--- config.mk ---
export PLATFORM = sky130hd
export DESIGN_NAME = kbest_elect_ctrl_flat
export DESIGN_NICKNAME = d
export VERILOG_FILES = /design/src/rtl/kbest_elect_ctrl_if.sv /design/src/rtl/kbest_elect_ctrl.sv /design/src/flat_wrapper.sv
export SDC_FILE = /design/constraint.sdc
export NUM_CORES = 1
export LEC_CHECK = 0
export BUFFER_PORTS_ARGS = -buffer_cell sky130_fd_sc_hd__buf_2
export CAP_MARGIN = 25
export CORE_MARGIN = 3
export CORE_UTILIZATION = 48
export DETAILED_ROUTE_END_ITERATION = 6
export GPL_TIMING_DRIVEN = 1
export PLACE_DENSITY_LB_ADDON = 0.12
export SLEW_MARGIN = 20
export SYNTH_ARGS = -nofsm -noshare
export SYNTH_HDL_FRONTEND = slang
export SYNTH_SLANG_ARGS = --single-unit
--- constraint.sdc ---
create_clock -name clk -period 15.6 [get_ports clk]
set_input_delay 0.78 -clock clk [delete_from_list [all_inputs] [get_ports clk]]
set_output_delay 0.78 -clock clk [all_outputs]
set_load 0.005 [all_outputs]
--- src/rtl/kbest_elect_ctrl_if.sv ---
// Parent-group input and survivor output bundle for the K-best election controller.
interface kbest_elect_ctrl_if #(
    parameter int N      = 2,
    parameter int K      = 4,
    parameter int ERR_WL = 16
);
    logic                           in_valid;
    logic                           in_ready;
    logic [K*4-1:0][N*2-1:0]        PATH_in;
    logic [K*4-1:0][ERR_WL-1:0]     PED_in;
    logic                           out_valid;
    logic                           out_ready;
    logic [K-1:0][N*2-1:0]          PATH_out;
    logic [K-1:0][ERR_WL-1:0]       PED_out;
    logic [K-1:0][1:0]              SRC_out;
    logic                           busy;

    modport master (
        output in_valid, PATH_in, PED_in, out_ready,
        input  in_ready, out_valid, PATH_out, PED_out, SRC_out, busy
    );

    modport slave (
        input  in_valid, PATH_in, PED_in, out_ready,
        output in_ready, out_valid, PATH_out, PED_out, SRC_out, busy
    );
endinterface

--- src/rtl/kbest_elect_ctrl.sv ---
// Sequential K-best survivor election: one survivor per cycle from K=4 sorted parent groups.
// Optional ELECT_PED_NORM_EN: store survivor PEDs relative to the layer minimum.
module kbest_elect_ctrl #(
    parameter int N      = 2,
    parameter int K      = 4,
    parameter int ERR_WL = 16
) (
    input  logic               clk,
    input  logic               rst_n,
    input  logic               flush,
    kbest_elect_ctrl_if.slave  bus
);
    localparam int NE = K * 4;
    localparam int PW = N * 2;

    typedef enum logic [1:0] {IDLE, ELECT, DONE} state_t;

    state_t                   state;
    logic [NE-1:0][PW-1:0]    path_r;
    logic [NE-1:0][ERR_WL-1:0] ped_r;
    logic [K-1:0][2:0]        ptr;
    logic [1:0]               cnt;
    logic [K-1:0][PW-1:0]     path_o;
    logic [K-1:0][ERR_WL-1:0] ped_o;
    logic [K-1:0][1:0]        src_o;
    logic                     out_valid_r;
    logic                     busy_r;
`ifdef ELECT_PED_NORM_EN
    logic [ERR_WL-1:0]        min_ped;
`endif

    // Head of each group: entry ptr[j], exhausted once ptr[j] reaches 4.
    logic [K-1:0]             cand_vld;
    logic [K-1:0][ERR_WL-1:0] cand_ped;
    logic [K-1:0][PW-1:0]     cand_path;

    for (genvar j = 0; j < K; j++) begin : g_head
        localparam logic [1:0] GJ = 2'(j);
        assign cand_vld[j]  = ~ptr[j][2];
        assign cand_ped[j]  = ped_r[{GJ, ptr[j][1:0]}];
        assign cand_path[j] = path_r[{GJ, ptr[j][1:0]}];
    end

    logic [1:0]        win_idx;
    logic [ERR_WL-1:0] win_ped;
    logic [PW-1:0]     win_path;
    logic              found;
    logic [ERR_WL-1:0] store_ped;

    // Strict less-than keeps the lowest group index on ties.
    always_comb begin
        win_idx  = '0;
        win_ped  = '0;
        win_path = '0;
        found    = 1'b0;
        for (int j = 0; j < K; j++) begin
            if (cand_vld[j] && (!found || cand_ped[j] < win_ped)) begin
                found    = 1'b1;
                win_idx  = 2'(j);
                win_ped  = cand_ped[j];
                win_path = cand_path[j];
            end
        end
    end

`ifdef ELECT_PED_NORM_EN
    // Survivor 0 is the global minimum, so later differences never go negative.
    assign store_ped = (cnt == 2'd0) ? '0 : win_ped - min_ped;
`else
    assign store_ped = win_ped;
`endif

    always_ff @(posedge clk or negedge rst_n) begin
        if (!rst_n) begin
            state       <= IDLE;
            path_r      <= '0;
            ped_r       <= '0;
            ptr         <= '0;
            cnt         <= '0;
            path_o      <= '0;
            ped_o       <= '0;
            src_o       <= '0;
            out_valid_r <= 1'b0;
            busy_r      <= 1'b0;
`ifdef ELECT_PED_NORM_EN
            min_ped     <= '0;
`endif
        end else if (flush) begin
            state       <= IDLE;
            ptr         <= '0;
            cnt         <= '0;
            path_o      <= '0;
            ped_o       <= '0;
            src_o       <= '0;
            out_valid_r <= 1'b0;
            busy_r      <= 1'b0;
        end else begin
            case (state)
                IDLE: begin
                    if (bus.in_valid) begin
                        path_r <= bus.PATH_in;
                        ped_r  <= bus.PED_in;
                        ptr    <= '0;
                        cnt    <= '0;
                        busy_r <= 1'b1;
                        state  <= ELECT;
                    end
                end
                ELECT: begin
                    path_o[cnt] <= win_path;
                    ped_o[cnt]  <= store_ped;
                    src_o[cnt]  <= win_idx;
`ifdef ELECT_PED_NORM_EN
                    if (cnt == 2'd0) min_ped <= win_ped;
`endif
                    if (!ptr[win_idx][2]) ptr[win_idx] <= ptr[win_idx] + 3'd1;
                    cnt <= cnt + 2'd1;
                    if (cnt == 2'(K - 1)) begin
                        out_valid_r <= 1'b1;
                        state       <= DONE;
                    end
                end
                DONE: begin
                    if (bus.out_ready) begin
                        out_valid_r <= 1'b0;
                        busy_r      <= 1'b0;
                        state       <= IDLE;
                    end
                end
                default: state <= IDLE;
            endcase
        end
    end

    assign bus.in_ready  = (state == IDLE);
    assign bus.out_valid = out_valid_r;
    assign bus.busy      = busy_r;
    assign bus.PATH_out  = path_o;
    assign bus.PED_out   = ped_o;
    assign bus.SRC_out   = src_o;
endmodule

--- src/flat_wrapper.sv ---
// flat-port wrapper written by rule: the top's interface ports become plain ports
module kbest_elect_ctrl_flat 
#(
    parameter int N      = 2,
    parameter int K      = 4,
    parameter int ERR_WL = 16
)
  (clk, rst_n, flush, bus_in_valid, bus_PATH_in, bus_PED_in, bus_out_ready, bus_in_ready, bus_out_valid, bus_PATH_out, bus_PED_out, bus_SRC_out, bus_busy);
  kbest_elect_ctrl_if #(.N(N), .K(K), .ERR_WL(ERR_WL)) bus_i ();
  input  logic clk;
  input  logic rst_n;
  input  logic flush;
  input wire logic [$bits(bus_i.in_valid)-1:0] bus_in_valid;
  input wire logic [$bits(bus_i.PATH_in)-1:0] bus_PATH_in;
  input wire logic [$bits(bus_i.PED_in)-1:0] bus_PED_in;
  input wire logic [$bits(bus_i.out_ready)-1:0] bus_out_ready;
  output wire logic [$bits(bus_i.in_ready)-1:0] bus_in_ready;
  output wire logic [$bits(bus_i.out_valid)-1:0] bus_out_valid;
  output wire logic [$bits(bus_i.PATH_out)-1:0] bus_PATH_out;
  output wire logic [$bits(bus_i.PED_out)-1:0] bus_PED_out;
  output wire logic [$bits(bus_i.SRC_out)-1:0] bus_SRC_out;
  output wire logic [$bits(bus_i.busy)-1:0] bus_busy;
  assign bus_i.in_valid = bus_in_valid;
  assign bus_i.PATH_in = bus_PATH_in;
  assign bus_i.PED_in = bus_PED_in;
  assign bus_i.out_ready = bus_out_ready;
  assign bus_in_ready = bus_i.in_ready;
  assign bus_out_valid = bus_i.out_valid;
  assign bus_PATH_out = bus_i.PATH_out;
  assign bus_PED_out = bus_i.PED_out;
  assign bus_SRC_out = bus_i.SRC_out;
  assign bus_busy = bus_i.busy;
  kbest_elect_ctrl #(.N(N), .K(K), .ERR_WL(ERR_WL)) u_core (.clk(clk), .rst_n(rst_n), .flush(flush), .bus(bus_i));
endmodule
== Word level (Yosys, flattened, before mapping) ==
Cells that the tools add are included.

* Mux-type cells: 69
* Bitwise operators: 4
* Reductions and logical operators: 21
* $lt $le $gt $ge: 11
* Add/subtract/negate cells: 2
* Eq/ne operators: 7

{| class="wikitable"
|+ Operators by type and width
! operator !! number
|-
| 16-bit two-way mux || 11
|-
| 16-bit binary-select mux with 2-bit select || 4
|-
| 64-bit two-way mux || 2
|-
| 64-bit bitwise mux || 1
|-
| 16-bit < comparator || 3
|-
| 12-bit two-way mux || 3
|-
| 4-bit two-way mux || 9
|-
| 4-bit binary-select mux with 2-bit select || 4
|-
| 16-bit demux with 2-bit select || 1
|-
| 12-bit one-hot mux with 2 select lines || 1
|-
| 2-bit two-way mux || 9
|-
| 16-bit bitwise mux || 1
|-
| 8-bit two-way mux || 2
|-
| 3-bit AND reduction || 5
|-
| 12-bit bitwise mux || 1
|-
| 4-bit by 5-bit < comparator with 1-bit output, second input constant || 2
|-
| 1-bit two-way mux || 9
|-
| 3-bit inequality test, second input constant || 3
|-
| 3-bit nonzero test || 3
|-
| 8-bit bitwise mux || 1
|-
| 4-bit demux with 2-bit select || 1
|-
| 3-bit binary-select mux with 2-bit select || 1
|-
| 3-bit demux with 2-bit select || 1
|-
| 2-bit by 3-bit < comparator with 1-bit output, second input constant || 2
|-
| other kinds (20) || 34
|}

* Output and inout bits: 91
* Logic and storage cells: 166
* Register bits: 426

== Logic depth before layout (Yosys ltp) ==
Gate-level depths: netlist of run 1.

* Depth after elaboration: 23
* Depth in mapped cells: 44

== Least setup slack after synthesis of run 1 ==
OpenSTA, ideal clock, no wires.

* Kind: register to register
* Start: reg u_core.ptr[0] in the netlist's numbering
* End: reg u_core.ptr[1] in the netlist's numbering
* Path slack: 7.441 ns
* Arrival time: 8.092 ns
* Stages on the path, launching flop included: 41
* Buffers on the path: 7
* Data required time: 15.534 ns
* Cell sequence: dfrtp_1 -> buf_4 -> buf_1 -> clkbuf_1 -> a211oi_1 -> a211oi_1 -> inv_1 -> ha_1 -> nand4_1 -> nor3_1 -> o31ai_1 -> nand4b_2 -> a21boi_1 -> buf_2 -> mux2_2 -> inv_1 -> ha_1 -> a21oi_1 -> [... 5 more ...] -> clkbuf_1 -> o21a_1 -> inv_1 -> ha_1 -> a21o_1 -> a21o_1 -> a21oi_1 -> o21ai_0 -> a31o_2 -> o221ai_1 -> a31o_2 -> buf_2 -> buf_2 -> o21ai_0 -> ha_1 -> nand2_1 -> o31a_1 -> nand2_1

* Word-level cells in the longest chain between the ends: 23

{| class="wikitable"
|+ RTL lines
! element !! RTL line !! source
|-
| start, declared || kbest_elect_ctrl.sv:21 || <nowiki>logic [K-1:0][2:0] ptr;</nowiki>
|-
| start signal, assigned || kbest_elect_ctrl.sv:78 || <nowiki>ptr <= '0;</nowiki>
|-
| start signal, assigned || kbest_elect_ctrl.sv:90 || <nowiki>ptr <= '0;</nowiki>
|-
| start signal, assigned || kbest_elect_ctrl.sv:103 || <nowiki>ptr <= '0;</nowiki>
|-
| 16-bit binary-select mux with 2-bit select || kbest_elect_ctrl.sv:40 || <nowiki>assign cand_ped[j] = ped_r[{GJ, ptr[j][1:0]}];</nowiki>
|-
| 16-bit two-way mux (not written as such) || kbest_elect_ctrl.sv:40 ||
|-
| 16-bit two-way mux || kbest_elect_ctrl.sv:57 || <nowiki>if (cand_vld[j] && (!found || cand_ped[j] < win_ped)) begin</nowiki>
|-
| 16-bit < comparator || kbest_elect_ctrl.sv:57 ||
|-
| 1-bit logical OR || kbest_elect_ctrl.sv:57 ||
|-
| 1-bit logical AND || kbest_elect_ctrl.sv:57 ||
|-
| 16-bit two-way mux or 1-bit two-way mux (tied branches) || kbest_elect_ctrl.sv:57 ||
|-
| 16-bit < comparator or 1-bit logical NOT (tied branches) || kbest_elect_ctrl.sv:57 ||
|-
| [... 7 more ...] || -- ||
|-
| 2-bit by 3-bit < comparator with 1-bit output (not written as such) or 2-bit by 1-bit greater-or-equal comparator with 1-bit output (tied branches) || kbest_elect_ctrl.sv:116 || <nowiki>if (!ptr[win_idx][2]) ptr[win_idx] <= ptr[win_idx] + 3'd1;</nowiki>
|-
| 1-bit logical AND (not written as such) || kbest_elect_ctrl.sv:116 ||
|-
| 3-bit two-way mux (not written as such) || kbest_elect_ctrl.sv:116 ||
|-
| 3-bit demux with 2-bit select || -- ||
|-
| 12-bit bitwise mux || kbest_elect_ctrl.sv:116 ||
|-
| 12-bit two-way mux || kbest_elect_ctrl.sv:116 ||
|-
| 12-bit one-hot mux with 2 select lines || kbest_elect_ctrl.sv:98 || <nowiki>case (state)</nowiki>
|-
| 12-bit two-way mux || kbest_elect_ctrl.sv:88 || <nowiki>end else if (flush) begin</nowiki>
|}

Parallel ways exist; a longest one is shown, timed or not. The select of a mux whose other input is x is not followed.
A chain may end at the register's enable or synchronous reset.

== Final worst setup path of run 1 ==
* Start: reg u_core.ptr[3] in the netlist's numbering
* End: reg u_core.ptr[7] in the netlist's numbering

* Word-level cells in the longest chain between the ends: 22

{| class="wikitable"
|+ RTL lines
! element !! RTL line
|-
| 16-bit binary-select mux with 2-bit select || kbest_elect_ctrl.sv:40
|-
| 16-bit two-way mux (not written as such) || kbest_elect_ctrl.sv:40
|-
| 16-bit < comparator || kbest_elect_ctrl.sv:57
|-
| 1-bit logical OR || kbest_elect_ctrl.sv:57
|-
| 1-bit logical AND || kbest_elect_ctrl.sv:57
|-
| 16-bit two-way mux or 1-bit two-way mux (tied branches) || kbest_elect_ctrl.sv:57
|-
| 16-bit < comparator or 1-bit logical NOT (tied branches) || kbest_elect_ctrl.sv:57
|-
| 1-bit logical OR || kbest_elect_ctrl.sv:57
|-
| [... 6 more ...] || --
|-
| 2-bit by 3-bit < comparator with 1-bit output (not written as such) or 2-bit by 1-bit greater-or-equal comparator with 1-bit output (tied branches) || kbest_elect_ctrl.sv:116
|-
| 1-bit logical AND (not written as such) || kbest_elect_ctrl.sv:116
|-
| 3-bit two-way mux (not written as such) || kbest_elect_ctrl.sv:116
|-
| 3-bit demux with 2-bit select || --
|-
| 12-bit bitwise mux || kbest_elect_ctrl.sv:116
|-
| 12-bit two-way mux || kbest_elect_ctrl.sv:116
|-
| 12-bit one-hot mux with 2 select lines || kbest_elect_ctrl.sv:98
|-
| 12-bit two-way mux || kbest_elect_ctrl.sv:88
|}

Parallel ways exist; a longest one is shown, timed or not. The select of a mux whose other input is x is not followed.

==> flow_summary.json, run 1 <==
{
  "cts_max_level": 2,
  "wl_per_cell_um": 22.7,
  "numCtsBuffers": 45,
  "setup_viol": 0,
  "worst_pin_slew_ns": 1.23,
  "cts_hold_buf": 0,
  "first_global_vias": 13988,
  "cp_slowest_stage_delay_ns": 0.91,
  "outcome": "complete, no violations",
  "synthArstFlopShare": 1.00,
  "layout_commonest_cell": "dfrtp_1",
  "crit_family": "compound AO/OA/AOI/OAI gates",
  "crit_buf_inv": 4,
  "synth_cell_type_count": 54,
  "vias_per_cell": 5.58,
  "finalSetupTns_ns": 0,
  "wl_met2_um": 25600,
  "regToRegSetupSlack_ns": 6.55,
  "dp_hpwl_um": 40500,
  "antenna_left": 0,
  "postCtsSetupBuffers": 0,
  "core_area_mm2": 0.0402,
  "row_count": 73,
  "finalWeightedCongestion": 0.842,
  "cts_root_buffer": "clkbuf_16",
  "io_pins": 416,
  "max_freq_ghz": 0.110,
  "drt-initial-drc-count": 787,
  "slew_viol_final": 0,
  "initial_utilization": 0.490,
  "clockBufferDepth": 3,
  "cts.sinks": 426,
  "hold_class": "input pin to async pin",
  "vias": 13458,
  "clk_latency_ns": 0.57,
  "nets": 2219,
  "fin_crit_sh": 0.580,
  "fin_skew_ns": 0.0145,
  "leakage_uw": 0.0110,
  "cts_tree": "yes",
  "netlist_area_mm2": 0.0197,
  "yosys_register_bits": 426,
  "antenna_found_initial": 23,
  "crit_path_start_kind": "flip-flop",
  "wl_met3_um": 4330,
  "maxSlewHeadroom": 0.177,
  "routed_wl_um": 54700,
  "final_cell_mix": "dfrtp_1, buf_2, mux2_2",
  "power_density_mw_per_mm2": 181,
  "die_area_mm2": 0.0435,
  "ctsResizeCount": 0,
  "syn_to_final_growth_pct": 20.8,
  "worst-path-max-fanout": 33,
  "grt_use_total": 0.248,
  "syn_inst": 1451,
  "io_buffer_count": 415,
  "rsz0062_at_grt": "no",
  "vdd_drop_max_mv": 0.122,
  "grt_max_degree": 193,
  "criticalPathCategory": "flip-flop to flip-flop",
  "min_period_ns": 9.05,
  "layout-drive-gt1-share": 0.488,
  "m1WireLength_um": 23600,
  "ys_seq_area_frac": 0.541,
  "grt_pass1_wl_um": 83100,
  "firstDrtPassIters": 5,
  "gr-total-overflow": 0,
  "drc": 0,
  "end_kind": "flip-flop",
  "syn_nets": 1826,
  "dp_cells": 2320,
  "die_width_um": 209,
  "synth-edff-count": 0,
  "crit_arrival_ns": 9.50,
  "required_ns": 16.05,
  "fin_cells": 2413,
  "top_layer": "met5",
  "avgSynthCellArea_um2": 13.6,
  "slowest_stage": "dfrtp_2",
  "hold_viol_final": 0,
  "ys_warn_count": 0,
  "ys.flop_type": "dfrtp_1",
  "cap_viol_max_count": 0,
  "die_height_um": 209,
  "clkTransAtPathRegs_ns": 0.06
}
path summary, 6_finish.rpt:
kind,from,to,cells past startpoint
setup / recovery,u_core.ptr[3]$_DFFE_PN0P_,u_core.ptr[7]$_DFFE_PN0P_,36
hold / removal,rst_n,u_core.ped_r[70]$_DFFE_PN0P_,1
setup reg to reg,u_core.ptr[3]$_DFFE_PN0P_,u_core.ptr[7]$_DFFE_PN0P_,36
hold reg to reg,u_core.bus.PED_out[33]$_DFFE_PN0P_,u_core.bus.PED_out[33]$_DFFE_PN0P_,2
max in group asynchronous,rst_n,u_core.ped_r[237]$_DFFE_PN0P_,4
min in group clk,bus_PED_in[1],u_core.ped_r[1]$_DFFE_PN0P_,2
cells in the mapped netlist, types with 2 or more instances:
library cell	count	area, um^2
dfrtp_1	426	10700
mux2_2	328	3690
nand2_1	118	443
o21ai_1	80	400
mux4_2	79	1780
clkbuf_1	74	278
ha_1	50	626
inv_1	43	161
nor2_1	34	128
mux2i_1	31	310
a21oi_1	29	145
nor2b_1	18	113
o21ai_0	14	70.1
nand3_1	9	45.0
o21a_1	9	67.6
a32o_1	8	80.1
nand2b_1	8	50.1
a21o_1	7	52.6
buf_1	7	26.3
buf_2	6	30.0
nand4_1	6	37.5
nor3_1	6	30.0
o211ai_1	6	45.0
a31oi_1	5	31.3
a211oi_1	4	30.0
a22o_1	4	35.0
nand3b_1	4	30.0
and2_1	3	18.8
buf_4	3	22.5
or4_1	3	22.5
a22oi_1	2	15.0
a31o_2	2	17.5
a41oi_1	2	17.5
nor4_1	2	12.5
or3_1	2	12.5
per-stage QoR:
step	utilization	hold WS, ns	area (um^2)	total power [uW]	worst slack [ns]
global route	0.592	0.300	23800	4570	5.75
detailed placement	0.556	0.471	22300	3260	6.18
CTS	0.591	0.264	23700	4310	6.14
finish	0.592	0.246	23800	4300	6.55
floorplan	-	0.473	19700	2650	7.44
global placement	0.554	0.461	22300	3190	5.86
sequential cells by signal, summed over array words and instances (netlist names):
signal	count
u_core.state	2
u_core.ptr	12
u_core.bus.out_valid	1
u_core.bus.PED_out	64
u_core.bus.PATH_out	16
u_core.path_r	64
u_core.bus.SRC_out	8
u_core.cnt	2
u_core.ped_r	256
u_core.bus.busy	1
cell type report:
class	instances	area, um^2
flip-flops and latches	426	10700
fillers	3386	16400
diodes	12	30.0
well taps	525	657
multi-input cells	892	8570
clock buffers	75	1340
clock inverters	4	70.1
repair buffers	436	2320
inverters	43	161
worst reg2reg max path: cells and delay by family (launching register included):
family,cells,cell delay (ns)
compound gates,16,3.99
flops,1,0.91
simple gates,9,1.14
buf+inv,4,0.66
mux,3,1.27
fa+ha+maj,4,0.96
cells by family (layout without fill, tap and decap cells):
group                      Yosys count  in the layout  share of synthesized area
muxes                              438            438                      0.293
DFF                                426            426                      0.541
and+or+nand+nor                    218            218                     0.0501
AOI/OAI and AO/OA                  186            186                     0.0576
buffers and inverters              133            558                     0.0263
adders and majority gates           50             50                     0.0317
other                                0             12                          0
routing by layer:
| metal | vias up | track usage |
|---|---|---|
| li1 | 6094 | - |
| met3 | 92 | 0.0718 |
| met1 | 6844 | 0.343 |
| met5 | - | 0 |
| met4 | 24 | 0.0584 |
| met2 | 404 | 0.394 |
report_power, final:
part | leakage [uW] | switching (uW) | internal (uW)
sequential | 0.00522 | 150 | 1330
combinational | 0.00505 | 1010 | 775
clock | 0.000686 | 429 | 613
total | 0.0110 | 1580 | 2720
(Power assumes the default switching activity.)
==> inputs of run 2 (changes only) <==
- clock period: 15.6 -> 7.3 ns (I/O delays scaled with it)
==> flow_summary.json, run 2 (synthesized netlist as in run 1, its figures left out) <==
{
  "worst-path-max-fanout": 8,
  "largest_reg_flops": 256,
  "fin_skew_ns": 0.0132,
  "setup_viol": 0,
  "regToRegSetupSlack_ns": 0.02,
  "initial_utilization": 0.490,
  "grt_use_total": 0.261,
  "drc": 0,
  "cts_max_level": 2,
  "hold_class": "input pin to flip-flop",
  "die_area_mm2": 0.0435,
  "cap_viol_max_count": 0,
  "clkPwrFrac": 0.198,
  "leakage_uw": 0.0118,
  "first_global_vias": 14815,
  "power_density_mw_per_mm2": 431,
  "hold_ws_ns": 0.0294,
  "crit_path_start_kind": "flip-flop",
  "final_cell_mix": "dfrtp_1, buf_2, mux2_2",
  "antenna_found_initial": 9,
  "drt-initial-drc-count": 824,
  "final_util": 0.650,
  "cts_root_buffer": "clkbuf_16",
  "die_width_um": 209,
  "syn_to_final_growth_pct": 32.6,
  "clk_latency_ns": 0.57,
  "hold_viol_final": 0,
  "core_area_mm2": 0.0402,
  "grt_max_degree": 192,
  "layout-drive-gt1-share": 0.535,
  "cp_slowest_stage_delay_ns": 0.51,
  "nets": 2381,
  "clockBufferDepth": 3,
  "crit_arrival_ns": 7.79,
  "finalWeightedCongestion": 0.878,
  "criticalPathCategory": "flip-flop to flip-flop",
  "maxSlewHeadroom": 0.227,
  "fin_crit_sh": 0.997,
  "slew_viol_final": 0,
  "io_pins": 416,
  "routed_wl_um": 58100,
  "gr-total-overflow": 0,
  "min_period_ns": 7.28,
  "antenna_left": 0,
  "end_kind": "flip-flop",
  "grt_pass1_wl_um": 87900,
  "combinationalPowerShare": 0.520,
  "slowest_stage": "mux4_2",
  "numCtsBuffers": 46,
  "dp_hpwl_um": 41200,
  "rsz0062_at_grt": "yes",
  "vias": 14316,
  "fin_cells": 2564,
  "outcome": "complete, no violations",
  "dp_cells": 2353,
  "cts_tree": "yes",
  "vias_per_cell": 5.58,
  "die_height_um": 209,
  "row_count": 73,
  "required_ns": 7.81,
  "cts.sinks": 426,
  "largest_register": "u_core.ped_r",
  "vdd_drop_max_mv": 0.350,
  "power.switching_uw": 4160,
  "total_power_uw": 11300,
  "switching_share": 0.369,
  "layout_commonest_cell": "dfrtp_1",
  "worst_pin_slew_ns": 1.16,
  "clkTransAtPathRegs_ns": 0.06,
  "p_seq_frac": 0.281,
  "firstDrtPassIters": 4,
  "wl_per_cell_um": 22.7,
  "internal_power_uw": 7110,
  "io_buffer_count": 415,
  "max_freq_ghz": 0.137
}
run 2: worst max-delay path: cells and delay by family, from the launching register on:
| family | cells | cell delay, ns |
|---|---|---|
| AOI/OAI and AO/OA | 13 | 2.65 |
| buffers and inverters | 10 | 1.27 |
| and+or+nand+nor | 11 | 1.18 |
| adders and majority gates | 4 | 0.98 |
| muxes | 2 | 0.71 |
| DFF | 1 | 0.40 |
run 2: power by group through the flow:
stage                     registers [uW]  clock network [uW]  logic, uW
after detailed placement            3210                   0       4040
after global routing                3240                2370       6260
after CTS                           3170                2280       4260
final                               3170                2230       5860
after global placement              3190                   0       3970
after floorplan                     3050                   0       2630
run 2: worst paths after layout:
check / start / to / depth (start not counted)
worst max register to register: u_core.ptr[0]$_DFFE_PN0P_ / u_core.ptr[2]$_DFFE_PN0P_ / 40
worst min-delay path: bus_PED_in[176] / u_core.ped_r[176]$_DFFE_PN0P_ / 2
worst min register to register: u_core.bus.PED_out[38]$_DFFE_PN0P_ / u_core.bus.PED_out[38]$_DFFE_PN0P_ / 2
min in group asynchronous: rst_n / u_core.ped_r[70]$_DFFE_PN0P_ / 2
worst max-delay path: u_core.ptr[0]$_DFFE_PN0P_ / u_core.ptr[2]$_DFFE_PN0P_ / 40
max in group asynchronous: rst_n / u_core.ped_r[150]$_DFFE_PN0P_ / 3
run 2: layout make-up:
type	count	area, um^2
timing repair buffer	596	3900
tap	525	657
multi-input combinational	893	9320
sequential	426	10700
inverter	43	169
antenna	2	5.00
clock buffer	75	1390
clock inverter	4	22.5
fill	3103	14100
run 2: routing by layer:
layer,vias up,part of all wire,GRT usage
li1,6390,-,-
met1,7360,0.44,0.374
met2,464,0.47,0.405
met3,88,0.069,0.0625
met4,14,0.019,0.0656
met5,-,0.0012,0
run 2: repair_timing:
| action | in CTS | in global routing |
|---|---|---|
| gates cloned | 1 | 2 |
| setup endpoints to repair | 100 | 100 |
| hold endpoints to repair | 192 | 0 |
| setup buffers | 10 | 27 |
| pin swaps | 8 | 65 |
| gates resized for setup | 28 | 147 |
| hold buffers | 90 | 0 |
run 2: metrics by stage:
step | area, um^2 | setup slack, ns | TNS [ns]
after floorplan | 19700 | 0.00335 | 0
after global placement | 22600 | -0.129 | -3.39
after detailed placement | 22600 | -0.309 | -18.38
after CTS | 25100 | 0.00240 | 0
after global routing | 26100 | -0.250 | -16.21
final | 26100 | 0.0195 | 0
